<file path="config.mk">
export PLATFORM = sky130hd
export DESIGN_NAME = uart_mem_bridge_flat
export DESIGN_NICKNAME = d
export VERILOG_FILES = /design/src/rtl/uart_mem_bridge_if.sv /design/src/rtl/uart_mem_bridge.sv /design/src/flat_wrapper.sv
export SDC_FILE = /design/constraint.sdc
export NUM_CORES = 1
export LEC_CHECK = 0
export ABC_CLOCK_PERIOD_IN_PS = 3300
export BUFFER_PORTS_ARGS = -buffer_cell sky130_fd_sc_hd__buf_2
export CORE_ASPECT_RATIO = 1.4
export CORE_MARGIN = 2
export CORE_UTILIZATION = 30
export DETAILED_ROUTE_END_ITERATION = 8
export GPL_TIMING_DRIVEN = 0
export PLACE_DENSITY = 0.5
export SLEW_MARGIN = 10
export SYNTH_ARGS = -nofsm -noshare
export SYNTH_HDL_FRONTEND = slang
export SYNTH_SLANG_ARGS = --single-unit
</file>
<file path="constraint.sdc">
create_clock -name i_clk -period 3.3 [get_ports i_clk]
set_input_delay 0.66 -clock i_clk [delete_from_list [all_inputs] [get_ports i_clk]]
set_output_delay 0.66 -clock i_clk [all_outputs]
set_load 0.005 [all_outputs]
</file>
<file path="src/rtl/uart_mem_bridge_if.sv">
// Serial-byte and host-bus signal bundle between uart_mem_bridge and its surroundings.
// The master modport is the bridge's view; slave is the UART pair plus bus side.
interface uart_mem_bridge_if;
  logic [7:0]  i_rx_data;
  logic        i_rx_data_valid;
  logic        o_rx_data_rdy;
  logic [7:0]  o_tx_data;
  logic        o_tx_data_valid;
  logic        i_tx_data_rdy;
  logic [1:0]  o_mem_op;
  logic [63:0] o_mem_addr;
  logic [63:0] o_mem_data;
  logic [63:0] i_mem_data;
  logic        i_mem_op_pending;

  modport master (
    input  i_rx_data, i_rx_data_valid, i_tx_data_rdy, i_mem_data, i_mem_op_pending,
    output o_rx_data_rdy, o_tx_data, o_tx_data_valid, o_mem_op, o_mem_addr, o_mem_data
  );

  modport slave (
    output i_rx_data, i_rx_data_valid, i_tx_data_rdy, i_mem_data, i_mem_op_pending,
    input  o_rx_data_rdy, o_tx_data, o_tx_data_valid, o_mem_op, o_mem_addr, o_mem_data
  );
endinterface

</file>
<file path="src/rtl/uart_mem_bridge.sv">
// Serial-to-host-bus bridge: deframes READ/WRITE commands from uart_rx, issues one bus
// operation, and frames the response (read data, 0xAA ack or 0xEE error) back to uart_tx.
module uart_mem_bridge #(
  parameter int TIMEOUT_CYCLES   = 1024,
  parameter int PEND_WAIT_CYCLES = 4
) (
  input  logic                 i_clk,
  input  logic                 i_rst,
  uart_mem_bridge_if.master    bus,
  output logic                 o_busy,
  output logic [7:0]           o_err_count
);

  typedef enum logic [2:0] {
    S_IDLE, S_ADDR, S_DATA, S_ISSUE, S_PEND, S_DONE, S_TX
  } state_t;

  localparam logic [1:0] OP_NOP   = 2'd0;
  localparam logic [1:0] OP_READ  = 2'd1;
  localparam logic [1:0] OP_WRITE = 2'd2;

  localparam int TW = $clog2(TIMEOUT_CYCLES + 1);
  localparam int PW = $clog2(PEND_WAIT_CYCLES + 1);
  localparam logic [TW-1:0] TMO_LAST  = TW'(TIMEOUT_CYCLES - 1);
  localparam logic [PW-1:0] PEND_LAST = PW'(PEND_WAIT_CYCLES - 1);

  function automatic logic [7:0] sat_inc8(input logic [7:0] v);
    return (v == 8'hFF) ? v : v + 8'd1;
  endfunction

  state_t         state_q, state_d;
  logic           is_wr_q, is_wr_d;
  logic [2:0]     cnt_q, cnt_d;
  logic [TW-1:0]  tmo_q, tmo_d;
  logic [PW-1:0]  pend_q, pend_d;
  logic [63:0]    addr_q, addr_d;
  logic [63:0]    data_q, data_d;
  logic [63:0]    tx_sh_q, tx_sh_d;
  logic [3:0]     tx_left_q, tx_left_d;
  logic           tx_vld_q, tx_vld_d;
  logic           tx_gap_q, tx_gap_d;
  logic [7:0]     tx_byte_q, tx_byte_d;
  logic [1:0]     op_q, op_d;
  logic [63:0]    maddr_q, maddr_d;
  logic [63:0]    mdata_q, mdata_d;
  logic [7:0]     err_q, err_d;

  logic rx_rdy;
  logic accept;

  assign rx_rdy = (state_q == S_IDLE) || (state_q == S_ADDR) || (state_q == S_DATA);
  assign accept = rx_rdy && bus.i_rx_data_valid;

  always_comb begin
    state_d   = state_q;
    is_wr_d   = is_wr_q;
    cnt_d     = cnt_q;
    tmo_d     = tmo_q;
    pend_d    = pend_q;
    addr_d    = addr_q;
    data_d    = data_q;
    tx_sh_d   = tx_sh_q;
    tx_left_d = tx_left_q;
    tx_vld_d  = 1'b0;
    tx_gap_d  = tx_vld_q;
    tx_byte_d = tx_byte_q;
    op_d      = OP_NOP;
    maddr_d   = maddr_q;
    mdata_d   = mdata_q;
    err_d     = err_q;

    case (state_q)
      S_IDLE: begin
        if (accept) begin
          if (bus.i_rx_data == 8'h01 || bus.i_rx_data == 8'h02) begin
            is_wr_d = (bus.i_rx_data == 8'h02);
            cnt_d   = 3'd0;
            tmo_d   = '0;
            state_d = S_ADDR;
          end else begin
            tx_sh_d   = 64'h0000_0000_0000_00EE;
            tx_left_d = 4'd1;
            err_d     = sat_inc8(err_q);
            state_d   = S_TX;
          end
        end
      end
      S_ADDR: begin
        if (accept) begin
          addr_d = {bus.i_rx_data, addr_q[63:8]};
          tmo_d  = '0;
          cnt_d  = cnt_q + 3'd1;
          if (cnt_q == 3'd7) state_d = is_wr_q ? S_DATA : S_ISSUE;
        end else if (tmo_q == TMO_LAST) begin
          err_d   = sat_inc8(err_q);
          state_d = S_IDLE;
        end else begin
          tmo_d = tmo_q + 1'b1;
        end
      end
      S_DATA: begin
        if (accept) begin
          data_d = {bus.i_rx_data, data_q[63:8]};
          tmo_d  = '0;
          cnt_d  = cnt_q + 3'd1;
          if (cnt_q == 3'd7) state_d = S_ISSUE;
        end else if (tmo_q == TMO_LAST) begin
          err_d   = sat_inc8(err_q);
          state_d = S_IDLE;
        end else begin
          tmo_d = tmo_q + 1'b1;
        end
      end
      S_ISSUE: begin
        if (is_wr_q) begin
          tx_sh_d   = 64'h0000_0000_0000_00AA;
          tx_left_d = 4'd1;
          state_d   = S_TX;
        end else begin
          pend_d  = '0;
          state_d = S_PEND;
        end
      end
      S_PEND: begin
        // Register-space reads never raise pending; fall back to sampling data directly.
        if (bus.i_mem_op_pending) begin
          state_d = S_DONE;
        end else if (pend_q == PEND_LAST) begin
          tx_sh_d   = bus.i_mem_data;
          tx_left_d = 4'd8;
          state_d   = S_TX;
        end else begin
          pend_d = pend_q + 1'b1;
        end
      end
      S_DONE: begin
        if (!bus.i_mem_op_pending) begin
          tx_sh_d   = bus.i_mem_data;
          tx_left_d = 4'd8;
          state_d   = S_TX;
        end
      end
      S_TX: begin
        // Two quiet cycles after each pulse cover uart_tx's lagging rdy deassert.
        if (tx_left_q == 4'd0) begin
          state_d = S_IDLE;
        end else if (bus.i_tx_data_rdy && !tx_vld_q && !tx_gap_q) begin
          tx_vld_d  = 1'b1;
          tx_byte_d = tx_sh_q[7:0];
          tx_sh_d   = {8'h00, tx_sh_q[63:8]};
          tx_left_d = tx_left_q - 4'd1;
        end
      end
      default: state_d = S_IDLE;
    endcase

    // Bus outputs are registered so op is high exactly during the S_ISSUE cycle.
    if (state_d == S_ISSUE) begin
      op_d    = is_wr_q ? OP_WRITE : OP_READ;
      maddr_d = addr_d;
      mdata_d = data_d;
    end
  end

  always_ff @(posedge i_clk) begin
    if (i_rst) begin
      state_q   <= S_IDLE;
      is_wr_q   <= 1'b0;
      cnt_q     <= 3'd0;
      tmo_q     <= '0;
      pend_q    <= '0;
      addr_q    <= 64'd0;
      data_q    <= 64'd0;
      tx_sh_q   <= 64'd0;
      tx_left_q <= 4'd0;
      tx_vld_q  <= 1'b0;
      tx_gap_q  <= 1'b0;
      tx_byte_q <= 8'd0;
      op_q      <= OP_NOP;
      maddr_q   <= 64'd0;
      mdata_q   <= 64'd0;
      err_q     <= 8'd0;
    end else begin
      state_q   <= state_d;
      is_wr_q   <= is_wr_d;
      cnt_q     <= cnt_d;
      tmo_q     <= tmo_d;
      pend_q    <= pend_d;
      addr_q    <= addr_d;
      data_q    <= data_d;
      tx_sh_q   <= tx_sh_d;
      tx_left_q <= tx_left_d;
      tx_vld_q  <= tx_vld_d;
      tx_gap_q  <= tx_gap_d;
      tx_byte_q <= tx_byte_d;
      op_q      <= op_d;
      maddr_q   <= maddr_d;
      mdata_q   <= mdata_d;
      err_q     <= err_d;
    end
  end

  assign bus.o_rx_data_rdy   = rx_rdy;
  assign bus.o_tx_data       = tx_byte_q;
  assign bus.o_tx_data_valid = tx_vld_q;
  assign bus.o_mem_op        = op_q;
  assign bus.o_mem_addr      = maddr_q;
  assign bus.o_mem_data      = mdata_q;
  assign o_busy              = (state_q != S_IDLE);
  assign o_err_count         = err_q;

endmodule

</file>
<file path="src/flat_wrapper.sv">
// flat-port wrapper written by rule: the top's interface ports become plain ports
module uart_mem_bridge_flat 
#(
  parameter int TIMEOUT_CYCLES   = 1024,
  parameter int PEND_WAIT_CYCLES = 4
)
  (i_clk, i_rst, o_busy, o_err_count, bus_i_rx_data, bus_i_rx_data_valid, bus_i_tx_data_rdy, bus_i_mem_data, bus_i_mem_op_pending, bus_o_rx_data_rdy, bus_o_tx_data, bus_o_tx_data_valid, bus_o_mem_op, bus_o_mem_addr, bus_o_mem_data);
  uart_mem_bridge_if bus_i ();
  input  logic i_clk;
  input  logic i_rst;
  output logic o_busy;
  output logic [7:0] o_err_count;
  input wire logic [$bits(bus_i.i_rx_data)-1:0] bus_i_rx_data;
  input wire logic [$bits(bus_i.i_rx_data_valid)-1:0] bus_i_rx_data_valid;
  input wire logic [$bits(bus_i.i_tx_data_rdy)-1:0] bus_i_tx_data_rdy;
  input wire logic [$bits(bus_i.i_mem_data)-1:0] bus_i_mem_data;
  input wire logic [$bits(bus_i.i_mem_op_pending)-1:0] bus_i_mem_op_pending;
  output wire logic [$bits(bus_i.o_rx_data_rdy)-1:0] bus_o_rx_data_rdy;
  output wire logic [$bits(bus_i.o_tx_data)-1:0] bus_o_tx_data;
  output wire logic [$bits(bus_i.o_tx_data_valid)-1:0] bus_o_tx_data_valid;
  output wire logic [$bits(bus_i.o_mem_op)-1:0] bus_o_mem_op;
  output wire logic [$bits(bus_i.o_mem_addr)-1:0] bus_o_mem_addr;
  output wire logic [$bits(bus_i.o_mem_data)-1:0] bus_o_mem_data;
  assign bus_i.i_rx_data = bus_i_rx_data;
  assign bus_i.i_rx_data_valid = bus_i_rx_data_valid;
  assign bus_i.i_tx_data_rdy = bus_i_tx_data_rdy;
  assign bus_i.i_mem_data = bus_i_mem_data;
  assign bus_i.i_mem_op_pending = bus_i_mem_op_pending;
  assign bus_o_rx_data_rdy = bus_i.o_rx_data_rdy;
  assign bus_o_tx_data = bus_i.o_tx_data;
  assign bus_o_tx_data_valid = bus_i.o_tx_data_valid;
  assign bus_o_mem_op = bus_i.o_mem_op;
  assign bus_o_mem_addr = bus_i.o_mem_addr;
  assign bus_o_mem_data = bus_i.o_mem_data;
  uart_mem_bridge #(.TIMEOUT_CYCLES(TIMEOUT_CYCLES), .PEND_WAIT_CYCLES(PEND_WAIT_CYCLES)) u_core (.i_clk(i_clk), .i_rst(i_rst), .bus(bus_i), .o_busy(o_busy), .o_err_count(o_err_count));
endmodule
</file>
==> metrics.csv, run 1 <==
stage,metric,value,unit
drt,via count,12300,
place,Port Buffer Count,224,
sta,post-layout min period,3.01,ns
logic_synthesis,top post-synthesis cells by area,"dfxtp_1, mux2_4, nand2_1",
run,max_cap viols,0,
sta,hold slack,0.323,ns
worst_setup_path,crit start category,flop,
drt,length of the first detailed-routing pass in iterations,5,
worst_setup_path,CP arrival,2.35,ns
place,DP Wirelength,34100,um
clock_network,Clock Latency Late Sink,0.55,ns
sta,Final period util,0.913,
grt,first-pass GRT wire length,70700,um
power,Pwr Density,637,mW/mm^2
sta,achievable frequency,332,MHz
worst_setup_path,Crit Path Class,reg -> out,
sta,RSZ-0062 raised after global routing,no,
logic_synthesis,Gate Count Post-Synth,1583,
grt,Tot GR Track Use,0.166,
logic_synthesis,mapped cell area,0.0156,sq mm
logic_synthesis,top cell type's share of synthesized area,0.469,
logic_synthesis,syn nets,1668,
clock_network,Root Buffer,clkbuf_16,
die,DIE AREA,0.0538,sq mm
grt,global route overflow,0,
die,num ports,226,
clock_network,CTS tree,built,
clock_network,clk sink count,365,
sta,relative slew slack,0.256,
logic_synthesis,YS warnings,0,
worst_hold_path,hold crit path type,in -> reg,
finish,layout net count,1933,
clock_network,Longest Clk Path Bufs,3,
die,row count,98,
power,leakage,7.72,nW
logic_synthesis,sequential area share after synthesis,0.469,
worst_setup_path,reg-to-reg setup timing slack,0.37,ns
drt,Routed Antenna Nets,0,
clock_network,hold_buf cts,0,
logic_synthesis,Most used DFF post-synth,dfxtp_1,
clock_network,clk slew on worst S/H paths,0.06,ns
logic_synthesis,Mapped Avg Cell Area,9.85,sq um
worst_setup_path,Critical Path RT,2.64,ns
drt,DR DRC count,0,
grt,vias in the first global route,12600,
logic_synthesis,"EDFF count, synth",0,
worst_setup_path,Worst Setup End Kind,output port,
finish,layout overhead on the synthesized area,21.7,%
die,die width,197,um
drt,final WL,45500,um
power,worst IR drop on VDD,343,uV
logic_synthesis,Yosys cell types,66,
drt,Vias/cell,4.87,
place,gp weighted congestion,0.849,
logic_synthesis,Yosys top cell by area,dfxtp_1,
sta,Slew Limit Fails,0,
grt,antenna violations before repair,9,
grt,largest net degree at the start of global routing,20,
sta,final hold vios,0,
sta,worst slew pin tran,1.11,ns
drt,initial detailed-routing violation count,489,
sta,Worst Clk Skew,0.0141,ns
sta,final setup fails,0,
logic_synthesis,Seq cells post-synth,365,
drt,WL/cell,18.0,um
die,Die Y,274,um
outcome,outcome,"finished, final reports clean",
clock_network,H-tree Lvls,2,
clock_network,TritonCTS Buffers,40,
die,Core ar.,0.0513,sq mm
worst_setup_path,Critical Path Fanout Max,19,
die,Starting Density,0.304,
logic_synthesis,Synth async-reset ratio,0,
clock_network,post-CTS setup buffer count,0,
sta,Setup TNS Final,0,ns
finish,share of layout cells above drive strength 1,0.262,
==> cell families after synthesis <==
kind of cell,after synthesis,synth area share
compound gates,338,0.148
xor+xnor,2,0.00112
fa+ha+maj,8,0.00642
buf+inv,138,0.0481
flops,365,0.469
mux,189,0.160
simple gates,543,0.168
==> report_power, final <==
part / internal (mW) / leakage (nW) / total [mW] / switching (mW)
Sequential: 4.64 / 2.95 / 4.79 / 0.151
Combinational: 0.949 / 4.07 / 2.42 / 1.47
Clock: 3.02 / 0.701 / 4.89 / 1.87
Total: 8.61 / 7.72 / 12.1 / 3.49
==> layer usage <==
metal / vias to the layer above / routed length, um / GRT usage
met3: 83 / 2380 / 0.0402
met2: 294 / 23000 / 0.303
met5: - / 92 / 0
met1: 5821 / 18700 / 0.187
met4: 16 / 1440 / 0.0617
li1: 6109 / - / -
==> placed cells by master (no fill, tap or decap), types with 5 or more instances in the layout <==
cell	Yosys	final
mux2i_1	10	10
nand4_1	8	8
mux2_1	20	20
a21o_1	8	8
a22o_1	9	9
clkbuf_16	0	42
mux2_2	59	59
o31ai_1	7	7
clkbuf_1	89	97
nand2b_1	7	7
clkbuf_8	0	13
buf_12	11	11
buf_2	15	239
or4_1	7	7
nand3_1	19	19
ha_1	8	8
a311oi_1	5	5
o2bb2ai_1	50	50
a21oi_1	147	147
nor2b_1	137	137
nor3_1	14	14
dfxtp_1	365	365
a32oi_1	52	52
nand2_1	282	282
a31oi_1	10	10
inv_1	15	15
nor2_1	35	35
bufinv_16	0	5
o21ai_0	18	18
mux2_4	100	100
==> critical path, cell delays in order, from the launching register on <==
cell and delay, ns:
dfxtp_1 0.31, clkbuf_1 0.29, buf_2 0.46, clkbuf_1 0.42, or3_1 0.20, buf_2 0.11
==> worst paths after layout <==
check / startpoint / endpoint / depth (start not counted)
worst min register to register: u_core.cnt_q[2]$_SDFFE_PP0P_ / u_core.cnt_q[2]$_SDFFE_PP0P_ / 2
worst max register to register: u_core.state_q[1]$_SDFF_PP0_ / u_core.tx_sh_q[44]$_SDFFE_PP0P_ / 9
worst max-delay path: u_core.state_q[1]$_SDFF_PP0_ / o_busy / 5
worst min-delay path: bus_i_mem_data[58] / u_core.tx_sh_q[58]$_SDFFE_PP0P_ / 2
==> stage by stage <==
step / setup slack [ns] / utilization / std cells / cell area, sq um / total power, mW
after global routing: 0.127 / 0.370 / 2529 / 19000 / 12.7
after detailed placement: -0.504 / 0.342 / 2457 / 17500 / 7.32
after global placement: -0.520 / 0.342 / 2457 / 17500 / 7.30
final: 0.285 / 0.370 / 2530 / 19000 / 12.1
after CTS: 0.0790 / 0.370 / 2529 / 19000 / 12.3
after floorplan: 0.621 / - / 1583 / 15600 / 6.63
==> state kept, by name (all words and copies together) (netlist names), 2 cells and up <==
register,cells
u_core.addr_q,64
u_core.bus.o_mem_addr,64
u_core.bus.o_mem_data,64
u_core.data_q,64
u_core.tx_sh_q,64
u_core.tmo_q,11
u_core.bus.o_tx_data,8
u_core.o_err_count,8
u_core.tx_left_q,4
u_core.cnt_q,3
u_core.pend_q,3
u_core.state_q,3
u_core.bus.o_mem_op,2
==> timing repair <==
| item | 4_1_cts | 5_1_grt |
|---|---|---|
| gates cloned | 0 | 0 |
| endpoints found under the setup margin | 1 | 10 |
| gates resized for setup | 0 | 4 |
==> Yosys cell counts, types with 3 or more instances <==
master and n:
a211oi_1 4, a21boi_0 3, a21o_1 8, a21oi_1 147
a222oi_1 4, a22o_1 9, a311oi_1 5, a31oi_1 10
a32oi_1 52, and2_1 4, and4_1 3, buf_12 11
buf_2 15, buf_4 3, buf_6 3, clkbuf_1 89
dfxtp_1 365, ha_1 8, inv_1 15, mux2_1 20
mux2_2 59, mux2_4 100, mux2i_1 10, nand2_1 282
nand2b_1 7, nand3_1 19, nand3b_1 4, nand4_1 8
nor2_1 35, nor2b_1 137, nor3_1 14, nor3_2 3
nor4_1 4, o21a_1 3, o21ai_0 18, o2bb2ai_1 50
o31ai_1 7, o41ai_1 3, or2_2 3, or3_1 4
or4_1 7
==> layout make-up <==
class	instances	area, sq um
Inverter	16	60.1
Multi-Input combinational cell	1080	7530
Timing Repair Buffer	224	1120
Buffer	121	693
Clock inverter	8	181
Tap cell	650	813
Clock buffer	65	1270
Fill cell	5251	32300
Antenna cell	1	2.50
Sequential cell	365	7310
Power figures use the tool's default switching activity.
==> run 2: changes to the inputs <==
Settings changed: CTS_BUF_LIST from default to sky130_fd_sc_hd__clkbuf_4.
==> run 2 against run 1 <==
  * Via count grew 3.6%
  * Sequential cell count is the same
  * Critical path depth is the same
  * Total power shrank 9.0%
  * Critical endpoint unchanged
  * Wire length grew 1.3%
  * First-iteration DRC count grew 7.0%
==> metrics.csv, run 2 (synthesis gave the netlist of run 1 again) <==
stage,metric,value,unit,change
outcome,outcome,"finished, final reports clean",,
clock_network,Longest Clk Path Bufs,3,,unchanged
finish,fill cell count,5333,,+1.6%
grt,antenna violations before repair,10,,+1
worst_setup_path,reg-to-reg setup timing slack,0.34,ns,-0.03 ns
finish,layout net count,1996,,+3.3%
sta,worst slew pin tran,1.08,ns,-0.0283 ns
clock_network,TritonCTS Buffers,95,,+140%
worst_setup_path,CP max stage delay,0.41,ns,-0.05 ns
place,DP Wirelength,34100,um,unchanged
grt,largest net degree at the start of global routing,20,,unchanged
power,Sequential Power Share,0.435,,+0.039
power,Power Total,11.0,mW,-9.0%
run,max_cap viols,0,,unchanged
die,Starting Density,0.304,,unchanged
drt,via count,12800,,+3.6%
worst_setup_path,CP arrival,2.51,ns,+0.16 ns
clock_network,Clock Latency Late Sink,0.85,ns,+0.30 ns
sta,Worst Clk Skew,0.0596,ns,+0.0455 ns
grt,vias in the first global route,13200,,+4.2%
drt,DR DRC count,0,,unchanged
worst_setup_path,RR Startpoint,u_core.state_q[1]$_SDFF_PP0_,,
clock_network,Root Buffer,clkbuf_4,,
worst_hold_path,critical hold path startpoint,bus_i_rx_data[7],,
worst_setup_path,crit start category,flop,,
drt,Vias/cell,4.87,,about the same
worst_hold_path,hold crit path type,in -> reg,,
sta,final setup fails,0,,unchanged
finish,most frequent cells in the layout,"dfxtp_1, nand2_1, buf_2",,
worst_setup_path,worst-path cell chain,"clkbuf_1, buf_4, clkbuf_1, or3_1, buf_2",,
worst_setup_path,reg2reg path depth,8,,-1
finish,layout overhead on the synthesized area,20.1,%,
power,leakage,7.72,nW,about the same
worst_setup_path,Worst R2R End,u_core.tx_sh_q[20]$_SDFFE_PP0P_,,
drt,Routed Antenna Nets,0,,unchanged
drt,length of the first detailed-routing pass in iterations,5,,unchanged
grt,global route overflow,0,,unchanged
sta,relative slew slack,0.275,,+0.0190
worst_setup_path,critical path's top delay family,buffers and inverters,,
die,die width,197,um,unchanged
die,num ports,226,,unchanged
sta,RSZ-0062 raised after global routing,no,,
worst_setup_path,Crit-path slowest cell,clkbuf_1,,
worst_setup_path,Worst Setup End Kind,output port,,
drt,final WL,46200,um,+1.3%
finish,share of layout cells above drive strength 1,0.290,,+0.0279
sta,final hold vios,0,,unchanged
die,row count,98,,unchanged
finish,FF/Latch Area,0.00731,sq mm,unchanged
worst_setup_path,Most common cell on crit path,clkbuf_1,,
power,worst IR drop on VDD,274,uV,-20%
clock_network,clk slew on worst S/H paths,0.07,ns,about the same
grt,first-pass GRT wire length,71400,um,+1.1%
sta,Final period util,0.961,,+0.0477
place,gp weighted congestion,0.849,,unchanged
finish,multi-input logic area,0.00753,sq mm,unchanged
die,Die Y,274,um,unchanged
worst_hold_path,Hold Path Sink,u_core.data_q[63]$_SDFF_PP0_,,
place,Port Buffer Count,224,,unchanged
drt,initial detailed-routing violation count,523,,+7.0%
worst_setup_path,Critical Path RT,2.64,ns,about the same
power,Gate power share,0.221,,+0.021
sta,achievable frequency,315,MHz,-5.0%
power,sw frac,0.323,,+0.0342
power,sw power,3.55,mW,+1.8%
place,Post-Place Worst Slack,-0.504,ns,unchanged
sta,worst setup margin,0.128,ns,-0.157 ns
worst_hold_path,Hold Path Stages,3,,+1
sta,post-layout min period,3.17,ns,+0.157 ns
grt,Tot GR Track Use,0.169,,+0.00287
die,Core ar.,0.0513,sq mm,unchanged
clock_network,CTS tree,built,,
drt,WL/cell,17.6,um,-2.3%
power,Pwr Density,587,mW/mm^2,-7.8%
clock_network,post-CTS setup buffer count,0,,unchanged
power,clock share of power,0.344,,-0.060
clock_network,clk sink count,365,,unchanged
sta,Slew Limit Fails,0,,unchanged
die,DIE AREA,0.0538,sq mm,unchanged
worst_setup_path,Critical Path Fanout Max,19,,unchanged
worst_setup_path,Worst Path Buf+Inv,4,,unchanged
power,Cell Int Power,7.45,mW,-13%
worst_setup_path,Crit Path Class,reg -> out,,
finish,"most common cell after layout, fill and taps aside",dfxtp_1,,
clock_network,H-tree Lvls,3,,+1
==> run 2: changes by cell type in the layout (fill, tap and decap cells not counted), moves of 3 or more <==
| cell | before | now |
|---|---|---|
| clkbuf_4 | 0 | 133 |
| clkbuf_16 | 42 | 0 |
| clkinv_1 | 0 | 14 |
| clkbuf_8 | 13 | 0 |
| clkbuf_1 | 97 | 89 |
| dlygate4sd3_1 | 0 | 8 |
| bufinv_16 | 5 | 0 |
| clkinv_2 | 0 | 3 |
==> run 2: metal layers <==
| metal | vias up | wire [um] | global-route usage |
|---|---|---|---|
| met3 | 100 | 2780 | 0.0469 |
| met4 | 16 | 1630 | 0.0845 |
| met1 | 6026 | 18600 | 0.184 |
| met5 | - | 92 | 0 |
| met2 | 339 | 23100 | 0.301 |
| li1 | 6284 | - | - |
==> run 2: power by group through the flow <==
stage                     clock network [mW]  logic (mW)  registers, mW
after floorplan                            0        1.80           4.82
after global placement                     0        2.42           4.88
after detailed placement                   0        2.44           4.88
after CTS                               3.95        2.46           4.78
after global routing                    4.16        2.67           4.81
final                                   3.78        2.43           4.79
==> run 2: metrics by stage <==
stage          hold WS [ns]  setup TNS (ns)  std cells   util  area [sq um]
4_1_cts              0.0154               0       2621  0.365         18700
5_1_grt              0.0933               0       2622  0.365         18700
2_1_floorplan         0.425               0       1583      -         15600
6_report              0.123               0       2623  0.365         18700
3_5_place_dp          0.442           -4.91       2457  0.342         17500
3_3_place_gp          0.440           -5.35       2457  0.342         17500
==> run 2: worst register-to-register path: cells and delay by family, from the launching register on <==
family          cells  cell delay (ns)
flops               1             0.30
buf+inv             4             1.03
compound gates      4             1.57
==> run 2: repair_timing <==
| action | 4_1_cts | 5_1_grt |
|---|---|---|
| hold endpoints to repair | 8 | 0 |
| setup endpoints to repair | 1 | 0 |
| gates resized for setup | 1 | 0 |
| hold buffers | 8 | 0 |
==> run 2: area by class of cell <==
cell class,instances,share of cell area
multi-input combinational,1080,0.402
sequential,365,0.390
buffer,121,0.0367
tap,650,0.0434
inverter,16,0.00321
clock inverter,24,0.00648
timing repair buffer,232,0.0641
antenna,2,0.000267
clock buffer,133,0.0533
==> run 2: how the worst max path moves through the flow <==
stage | endpoint | cells past startpoint | start | slack (ns)
floorplan | u_core.bus.o_mem_addr[0]$_SDFFE_PP0N_ | 7 | bus_i_rx_data[3] | 0.62
global placement | u_core.bus.o_tx_data[4]$_SDFFE_PP0P_ | 6 | i_rst | -0.52
detailed placement | u_core.bus.o_tx_data[5]$_SDFFE_PP0P_ | 6 | i_rst | -0.50
CTS | o_busy | 5 | u_core.state_q[1]$_SDFF_PP0_ | 0.03
global route | o_busy | 5 | u_core.state_q[1]$_SDFF_PP0_ | 0.003
finish | o_busy | 5 | u_core.state_q[1]$_SDFF_PP0_ | 0.13
==> run 3: changes to the inputs <==
Settings changed: ABC_CLOCK_PERIOD_IN_PS 3300 to 4000, CTS_BUF_LIST sky130_fd_sc_hd__clkbuf_4 to sky130_fd_sc_hd__clkbuf_16.
Clock period 3.3 ns to 4 ns, I/O delays scaled along.
==> run 3 against run 2 <==
  * Register-to-register slack gained 0.74 ns
  * Final cell count shrank 3.4%
  * Combinational power shrank 18%
  * Critical path type unchanged
  * Highest routed layer unchanged
==> metrics.csv, run 3 (synthesis gave the netlist of run 1 again) <==
stage,metric,value,unit,change
sta,worst slew pin tran,1.12,ns,+0.0364 ns
drt,Routed Antenna Nets,0,,unchanged
sta,RSZ-0062 raised after global routing,no,,
finish,multi-input logic area,0.00753,sq mm,unchanged
worst_setup_path,Critical Path Fanout Max,10,,-9
clock_network,H-tree Lvls,2,,-1
drt,initial detailed-routing violation count,519,,-0.76%
clock_network,post-CTS setup buffer count,0,,unchanged
grt,vias in the first global route,12600,,-4.1%
sta,achievable frequency,281,MHz,
sta,final hold vios,0,,unchanged
place,DP Wirelength,34100,um,unchanged
drt,length of the first detailed-routing pass in iterations,8,,+3
die,num ports,226,,unchanged
finish,layout net count,1934,,-3.1%
clock_network,CTS tree,built,,
place,Port Buffer Count,224,,unchanged
power,Power Total,9.70,mW,-12%
grt,Tot GR Track Use,0.167,,-0.00249
sta,Worst Clk Skew,0.0131,ns,-0.0465 ns
drt,final WL,45600,um,-1.2%
worst_setup_path,Crit Path Class,reg -> out,,
place,gp weighted congestion,0.849,,unchanged
sta,Setup TNS Final,0,ns,unchanged
die,Starting Density,0.304,,unchanged
sta,relative slew slack,0.251,,-0.0245
power,worst IR drop on VDD,285,uV,+4.1%
clock_network,Clock Latency Late Sink,0.55,ns,-0.30 ns
worst_setup_path,crit start category,flop,,
run,max_cap viols,0,,unchanged
die,row count,98,,unchanged
finish,most frequent cells in the layout,"dfxtp_1, nand2_1, buf_2",,
clock_network,CTS resizes,0,,-1
finish,"most common cell after layout, fill and taps aside",dfxtp_1,,
power,Pwr Density,514,mW/mm^2,-12%
die,Core ar.,0.0513,sq mm,unchanged
outcome,outcome,"finished, final reports clean",,
sta,hold slack,0.455,ns,+0.333 ns
sta,final setup fails,0,,unchanged
finish,share of layout cells above drive strength 1,0.254,,-0.0354
worst_setup_path,reg2reg path depth,8,,unchanged
clock_network,hold_buf cts,0,,-8
die,Die Y,274,um,unchanged
clock_network,clk slew on worst S/H paths,0.06,ns,about the same
power,leakage,7.68,nW,-0.53%
clock_network,clk sink count,365,,unchanged
grt,first-pass GRT wire length,70800,um,-0.82%
worst_hold_path,Hold Path Stages,2,,-1
die,die width,197,um,unchanged
grt,global route overflow,0,,unchanged
worst_setup_path,CP arrival,2.76,ns,+0.25 ns
die,DIE AREA,0.0538,sq mm,unchanged
finish,fill cell count,5265,,-1.3%
clock_network,Root Buffer,clkbuf_16,,
clock_network,Longest Clk Path Bufs,3,,unchanged
sta,Slew Limit Fails,0,,unchanged
drt,Vias/cell,4.88,,+0.29%
sta,Final period util,0.889,,
finish,FF/Latch Area,0.00731,sq mm,unchanged
grt,antenna violations before repair,9,,-1
sta,post-layout min period,3.56,ns,
grt,largest net degree at the start of global routing,14,,-30%
drt,WL/cell,18.0,um,+2.3%
clock_network,TritonCTS Buffers,40,,-58%
drt,via count,12400,,-3.1%
worst_hold_path,hold crit path type,reg -> reg,,
worst_setup_path,Worst Setup End Kind,output port,,
finish,layout overhead on the synthesized area,20.9,%,
drt,DR DRC count,0,,unchanged
worst_setup_path,Critical Path RT,3.20,ns,+0.56 ns
run 3: cell count changes in the layout (fill, tap and decap cells not counted), sizes merged:
cell         change
clkinv           -5
dlygate4sd3      -8
bufinv           +5
diode            +2
clkbuf          -91
clkinvlp         +2
buf              +1
inv              +5
run 3: final timing paths:
| check | to | slack (ns) | from |
|---|---|---|---|
| worst max register to register | u_core.bus.o_mem_data[26]$_SDFFE_PP0N_ | 1.08 | u_core.tmo_q[0]$_SDFFE_PP0P_ |
| worst max-delay path | o_busy | 0.44 | u_core.state_q[1]$_SDFF_PP0_ |
| worst min-delay path | u_core.cnt_q[2]$_SDFFE_PP0P_ | 0.46 | u_core.cnt_q[2]$_SDFFE_PP0P_ |
| worst min register to register | u_core.cnt_q[2]$_SDFFE_PP0P_ | 0.46 | u_core.cnt_q[2]$_SDFFE_PP0P_ |
run 3: routing by layer:
layer  part of all wire  track usage
met1               0.41        0.188
met2               0.50        0.303
met3              0.054       0.0402
met4              0.031       0.0613
met5             0.0020            0
run 3: where the power goes:
part           switching [mW]  total, mW  leakage [nW]  internal (mW)
Sequential              0.125       3.95          2.95           3.83
Combinational            1.22       2.00          4.06          0.784
Clock                    1.53       3.75         0.669           2.22
Total                    2.87       9.70          7.68           6.82
run 3: area by class of cell:
class,instances,share of cell area
multi-input cells,1080,0.400
flip-flops and latches,365,0.388
repair buffers,224,0.0595
clock buffers,42,0.0558
well taps,650,0.0431
plain buffers,122,0.0366
clock inverters,31,0.0142
inverters,16,0.00319
diodes,4,0.000531
run 3: stage by stage:
step / instance area (sq um) / worst slack (ns) / std cells / utilization
2_1_floorplan: 15600 / 1.18 / 1583 / -
4_1_cts: 18800 / 0.415 / 2530 / 0.368
5_1_grt: 18800 / 0.280 / 2530 / 0.368
3_5_place_dp: 17500 / 0.0564 / 2457 / 0.342
3_3_place_gp: 17500 / 0.0396 / 2457 / 0.342
6_report: 18900 / 0.445 / 2534 / 0.368
run 3: critical path: stages, from the launching register on:
cell and delay [ns]:
dfxtp_1 0.31, clkbuf_1 0.28, buf_2 0.34, buf_1 0.51, clkbuf_1 0.44, or3_1 0.20
buf_2 0.12
